[config.mk]
export PLATFORM = sky130hd
export DESIGN_NAME = up_mixer_pipe
export DESIGN_NICKNAME = d
export VERILOG_FILES = /design/src/rtl/up_mixer_pipe.sv
export SDC_FILE = /design/constraint.sdc
export NUM_CORES = 2
export LEC_CHECK = 0
export BUFFER_PORTS_ARGS = -buffer_cell sky130_fd_sc_hd__buf_2
export CAP_MARGIN = 20
export CORE_ASPECT_RATIO = 1.25
export CORE_MARGIN = 10
export CORE_UTILIZATION = 40
export DETAILED_ROUTE_END_ITERATION = 6
export HOLD_SLACK_MARGIN = 0.1
export PLACE_DENSITY = 0.64
export RECOVER_POWER = 25
export SETUP_SLACK_MARGIN = 0.5
export SLEW_MARGIN = 20
export SYNTH_ARGS = -nofsm -noshare
export SYNTH_HDL_FRONTEND = slang
export SYNTH_SLANG_ARGS = --single-unit
[constraint.sdc]
create_clock -name clk -period 9.4 [get_ports clk]
set_clock_uncertainty 0.15 [all_clocks]
set_input_delay 0 -clock clk [delete_from_list [all_inputs] [get_ports clk]]
set_output_delay 0 -clock clk [all_outputs]
set_load 0.05 [all_outputs]
[src/rtl/up_mixer_pipe.sv]
`default_nettype none
// ============================================================================
// Module      : up_mixer_pipe
// Description : Transmit-side complex up-converter (baseband x LO, no conjugate)
//               3-stage valid/ready pipeline with flush and saturation counter.
// Revision    : 1.0 - initial release
// ============================================================================
module up_mixer_pipe #(
    parameter int INPUT_WIDTH  = 16,
    parameter int OUTPUT_WIDTH = 16,
    parameter int SATCNT_WIDTH = 16
) (
    input  logic                           clk,
    input  logic                           rst_n,
    input  logic                           flush,
    input  logic                           in_valid,
    output logic                           in_ready,
    input  logic signed [INPUT_WIDTH-1:0]  bb_i,
    input  logic signed [INPUT_WIDTH-1:0]  bb_q,
    input  logic signed [INPUT_WIDTH-1:0]  lo_i,
    input  logic signed [INPUT_WIDTH-1:0]  lo_q,
    output logic                           out_valid,
    input  logic                           out_ready,
    output logic signed [OUTPUT_WIDTH-1:0] i_out,
    output logic signed [OUTPUT_WIDTH-1:0] q_out,
    output logic                           sat_flag,
    output logic [SATCNT_WIDTH-1:0]        sat_count,
    input  logic                           sat_clr
);

    localparam int C_PROD_W = 2 * INPUT_WIDTH;
    localparam int C_SUM_W  = 2 * INPUT_WIDTH + 1;
    localparam int C_SHIFT  = 2 * INPUT_WIDTH - 1 - OUTPUT_WIDTH;

    localparam logic signed [C_SUM_W-1:0] C_MAX =
        $signed({{(C_SUM_W - OUTPUT_WIDTH + 1){1'b0}}, {(OUTPUT_WIDTH - 1){1'b1}}});
    localparam logic signed [C_SUM_W-1:0] C_MIN =
        $signed({{(C_SUM_W - OUTPUT_WIDTH + 1){1'b1}}, {(OUTPUT_WIDTH - 1){1'b0}}});

    // Stage 1 registers
    logic signed [INPUT_WIDTH-1:0] bb_i_q, bb_q_q, lo_i_q, lo_q_q;
    logic                          v1_q;
    // Stage 2 registers
    logic signed [C_PROD_W-1:0]    pii_q, pqq_q, piq_q, pqi_q;
    logic signed [C_PROD_W-1:0]    pii_d, pqq_d, piq_d, pqi_d;
    logic                          v2_q;
    // Stage 3 registers
    logic signed [OUTPUT_WIDTH-1:0] i_out_q, q_out_q, i_out_d, q_out_d;
    logic                           sat_flag_q, sat_flag_d;
    logic                           out_valid_q;
    logic [SATCNT_WIDTH-1:0]        sat_count_q, sat_count_d;

    logic                        w_advance;
    logic signed [C_SUM_W-1:0]   w_sum_i, w_sum_q, w_shr_i, w_shr_q;
    logic                        w_clip_i, w_clip_q;

    assign w_advance = ~out_valid_q | out_ready;
    // Held low during reset so nothing is accepted before the pipe is live.
    assign in_ready  = w_advance & ~flush & rst_n;

    assign pii_d = C_PROD_W'(bb_i_q) * C_PROD_W'(lo_i_q);
    assign pqq_d = C_PROD_W'(bb_q_q) * C_PROD_W'(lo_q_q);
    assign piq_d = C_PROD_W'(bb_i_q) * C_PROD_W'(lo_q_q);
    assign pqi_d = C_PROD_W'(bb_q_q) * C_PROD_W'(lo_i_q);

    always_comb begin
        w_sum_i    = C_SUM_W'(pii_q) - C_SUM_W'(pqq_q);
        w_sum_q    = C_SUM_W'(piq_q) + C_SUM_W'(pqi_q);
        // Arithmetic shift floors toward -inf; no rounding is intended.
        w_shr_i    = w_sum_i >>> C_SHIFT;
        w_shr_q    = w_sum_q >>> C_SHIFT;
        w_clip_i   = 1'b0;
        w_clip_q   = 1'b0;
        i_out_d    = w_shr_i[OUTPUT_WIDTH-1:0];
        q_out_d    = w_shr_q[OUTPUT_WIDTH-1:0];
        if (w_shr_i > C_MAX) begin
            i_out_d  = C_MAX[OUTPUT_WIDTH-1:0];
            w_clip_i = 1'b1;
        end else if (w_shr_i < C_MIN) begin
            i_out_d  = C_MIN[OUTPUT_WIDTH-1:0];
            w_clip_i = 1'b1;
        end
        if (w_shr_q > C_MAX) begin
            q_out_d  = C_MAX[OUTPUT_WIDTH-1:0];
            w_clip_q = 1'b1;
        end else if (w_shr_q < C_MIN) begin
            q_out_d  = C_MIN[OUTPUT_WIDTH-1:0];
            w_clip_q = 1'b1;
        end
        sat_flag_d = w_clip_i | w_clip_q;
    end

    always_comb begin
        sat_count_d = sat_count_q;
        if (sat_clr) begin
            sat_count_d = '0;
        end else if (out_valid_q && out_ready && sat_flag_q && !(&sat_count_q)) begin
            sat_count_d = sat_count_q + SATCNT_WIDTH'(1);
        end
    end

    always_ff @(posedge clk or negedge rst_n) begin
        if (!rst_n) begin
            bb_i_q      <= '0;
            bb_q_q      <= '0;
            lo_i_q      <= '0;
            lo_q_q      <= '0;
            v1_q        <= 1'b0;
            pii_q       <= '0;
            pqq_q       <= '0;
            piq_q       <= '0;
            pqi_q       <= '0;
            v2_q        <= 1'b0;
            i_out_q     <= '0;
            q_out_q     <= '0;
            sat_flag_q  <= 1'b0;
            out_valid_q <= 1'b0;
            sat_count_q <= '0;
        end else begin
            sat_count_q <= sat_count_d;
            if (w_advance) begin
                bb_i_q     <= bb_i;
                bb_q_q     <= bb_q;
                lo_i_q     <= lo_i;
                lo_q_q     <= lo_q;
                pii_q      <= pii_d;
                pqq_q      <= pqq_d;
                piq_q      <= piq_d;
                pqi_q      <= pqi_d;
                i_out_q    <= i_out_d;
                q_out_q    <= q_out_d;
                sat_flag_q <= sat_flag_d;
            end
            // Flush overrides advance; only the valids matter, data is left as-is.
            if (flush) begin
                v1_q        <= 1'b0;
                v2_q        <= 1'b0;
                out_valid_q <= 1'b0;
            end else if (w_advance) begin
                v1_q        <= in_valid & in_ready;
                v2_q        <= v1_q;
                out_valid_q <= v2_q;
            end
        end
    end

    assign out_valid = out_valid_q;
    assign i_out     = i_out_q;
    assign q_out     = q_out_q;
    assign sat_flag  = sat_flag_q;
    assign sat_count = sat_count_q;

endmodule
`default_nettype wire

==> run metrics <==
outcome=finished, violations left; failing checks=max-capacitance violations, max-slew violations; worst-path maximum fanout=24; final antenna-violating net count=0; Relative slew margins=-2.733; crit path DAT=7.85 ns; first-pass GRT wire length=214,900 um; final setup vio count=0; Final TNS setup=0 ns; via count=37,300; clk slew on worst S/H paths=0.06 ns; Worst Tran Pin Value=5.600 ns; DRT iter0 DRCs=1,967; fraction of registers with async set/reset=1.000; Die Span X=338.6 um; Nets=7,242; H-tree Lvls=2; vias per cell=5.001; Top Ports=121; Routed WL=131,600 um; worst skew pair latency=0.59 ns; Post-synth EDFFs=0; largest net degree at the start of global routing=137; # Post-CTS Setup Buffers=0; HP Class=in2reg; Post-route DRC=0; antenna fix cells=0; Synth Register Bits=244; cell area after synthesis=0.05074 mm2; Hold Vio Cnt, Final=0; layout cells sized above 1=0.04326; Area growth syn-to-layout=9.851%; syn avg cell area=9.053 um2; CTS Root Cell=clkbuf_16; initial antenna violation count=4; GP Congestion=0.8630; fin crit share=0.8070; cts bufs inserted=35; Crit Path Class=reg2reg; net count after synthesis=7,114; DP Wirelength=103,700 um; Critical Path End Type=register; residual overflow from global routing=0; die height=418.2 um; Unique masters post-synth=79; GR Util All Layers=0.1894; number of port buffers=120; top achievable clock speed=131.8 MHz; Syn. warnings=0; MaxCap Viol Count=2; TritonCTS clock tree=built; Mapped Cells=5,605; DR WL/cell=17.64 um; register area share after synthesis=0.1203; row count=146; Slew Limit Fails=140; die area=0.1416 mm2; startpoint types=register; crit path time final=7.586 ns; RSZ-0062 raised after global routing=false; Initial Utilization=0.4014; 1st-pass router iterations=5; Core Box Area=0.1264 mm2; TritonCTS sink count=244; CTS Buffer Depth=3; WP data required=9.67 ns; vias in the first global route=39,850; Main synth FF type=dfrtp_1
==> critical path, stage by stage (launching register included) <==
cell      delay (ns)
dfrtp_1         0.99
nand2_1         0.22
inv_1           0.18
fa_1            0.55
fa_1            0.89
fa_1            0.52
fa_1            0.50
fa_1            0.49
inv_1           0.05
fa_1            0.47
inv_1           0.04
ha_1            0.31
a21o_1          0.17
a211o_1         0.30
nor3b_1         0.29
a211oi_1        0.14
o311ai_0        0.55
a21oi_1         0.12
a21oi_1         0.19
xnor2_1         0.15
a21oi_1         0.09
==> layer usage <==
metal	GRT usage	wire length (um)	up-vias	part of all wire
met4	0.07889	6085	6	0.046
li1	-	-	16950	-
met5	0	32	-	0.00024
met1	0.2427	54100	19100	0.41
met3	0.02520	7537	210	0.057
met2	0.3214	63800	1030	0.48
==> cell type report <==
type                       instances  area [um2]
inverter                        1198        4497
sequential                       244        6108
tap                             1702        2130
multi-input combinational       3909       39120
fill                           12470       70670
clock inverter                    14       236.5
timing repair buffer             345        2625
clock buffer                      46        1030
==> cell usage in the layout, fill, tap and decap left out, types with 9 or more instances in the layout <==
master	synthesis	routed
dfrtp_1	244	242
nand2b_1	45	45
clkbuf_1	233	48
xor2_1	68	68
a21o_1	68	68
nor3_1	18	18
a211o_1	9	9
nand3_1	32	32
nor2b_1	15	14
o21ai_0	115	115
and4_1	9	9
a21oi_1	206	206
o21bai_1	19	19
and3_1	14	14
o21ai_1	12	12
or2_2	9	9
o21a_1	11	11
buf_2	2	75
nand4_1	11	11
a31oi_1	22	22
clkbuf_16	0	37
xnor2_1	116	116
fa_1	1048	1048
and2_1	490	490
nand2_1	856	856
inv_1	1198	1198
o211ai_1	13	13
nor2_1	212	212
o31ai_1	11	11
a211oi_1	16	16
buf_4	2	78
ha_1	391	391
dlygate4sd3_1	1	143
==> per-stage QoR <==
stage                 util  cell area (um2)  hold WS [ns]  cells  setup slack (ns)
global placement    0.4202            53110      -0.05013   7254             1.906
global route        0.4410            55740        0.1543   7458             1.298
CTS                 0.4417            55840        0.1001   7458             1.824
floorplan                -            50740       -0.4456   5605             2.825
detailed placement  0.4202            53110      -0.04998   7254             1.866
finish              0.4410            55740        0.1372   7458             1.814
==> state kept, by name, summed over array words and instances (netlist names), 16 cells and up <==
name	flops
bb_q_q	16
pqi_q	32
lo_q_q	16
pii_q	32
q_out	16
piq_q	32
pqq_q	32
i_out	16
lo_i_q	16
sat_count	16
bb_i_q	16
==> cells in the mapped netlist (all sizes together), types with 19 or more instances <==
library cell / instances / area, um2
and2: 491 / 3074
o21bai: 19 / 142.6
a21o: 69 / 519.3
nand3: 32 / 160.2
dfrtp: 244 / 6106
clkbuf: 235 / 895.9
inv: 1198 / 4497
fa: 1048 / 20980
xor2: 68 / 595.6
o21ai: 130 / 661.9
a31oi: 22 / 137.6
xnor2: 117 / 1044
nand2b: 45 / 281.5
ha: 391 / 4892
a21oi: 208 / 1049
nand2: 856 / 3213
nor2: 212 / 795.8
==> worst paths after layout <==
kind                                  from         end  slack, ns  depth (start not counted)
worst max register to register  bb_i_q[15]   piq_q[31]       1.81                         20
worst min register to register    pqi_q[0]    pqi_q[0]       0.32                          2
min in group asynchronous            rst_n   bb_i_q[7]       1.12                          4
worst max-delay path            bb_i_q[15]   piq_q[31]       1.81                         20
max in group asynchronous            rst_n  bb_q_q[12]       2.50                          4
worst min-delay path               bb_i[9]   bb_i_q[9]       0.14                          4
==> cell families after synthesis <==
logic type | Yosys count | share of synthesized area
simple gates | 1730 | 0.1602
buf+inv | 1452 | 0.1090
fa+ha+maj | 1440 | 0.5101
compound gates | 551 | 0.06754
flops | 244 | 0.1203
xor+xnor | 185 | 0.03230
mux | 3 | 0.0006164
==> repair_timing <==
action,in CTS,in global routing
endpoints found under the setup margin,0,0
hold endpoints to repair,186,0
resized for setup,0,0
hold buffers,144,0
Power is left out: the tool's default activity adds up to more than one toggle a clock period on the data nets, which glitch-free logic cannot reach.
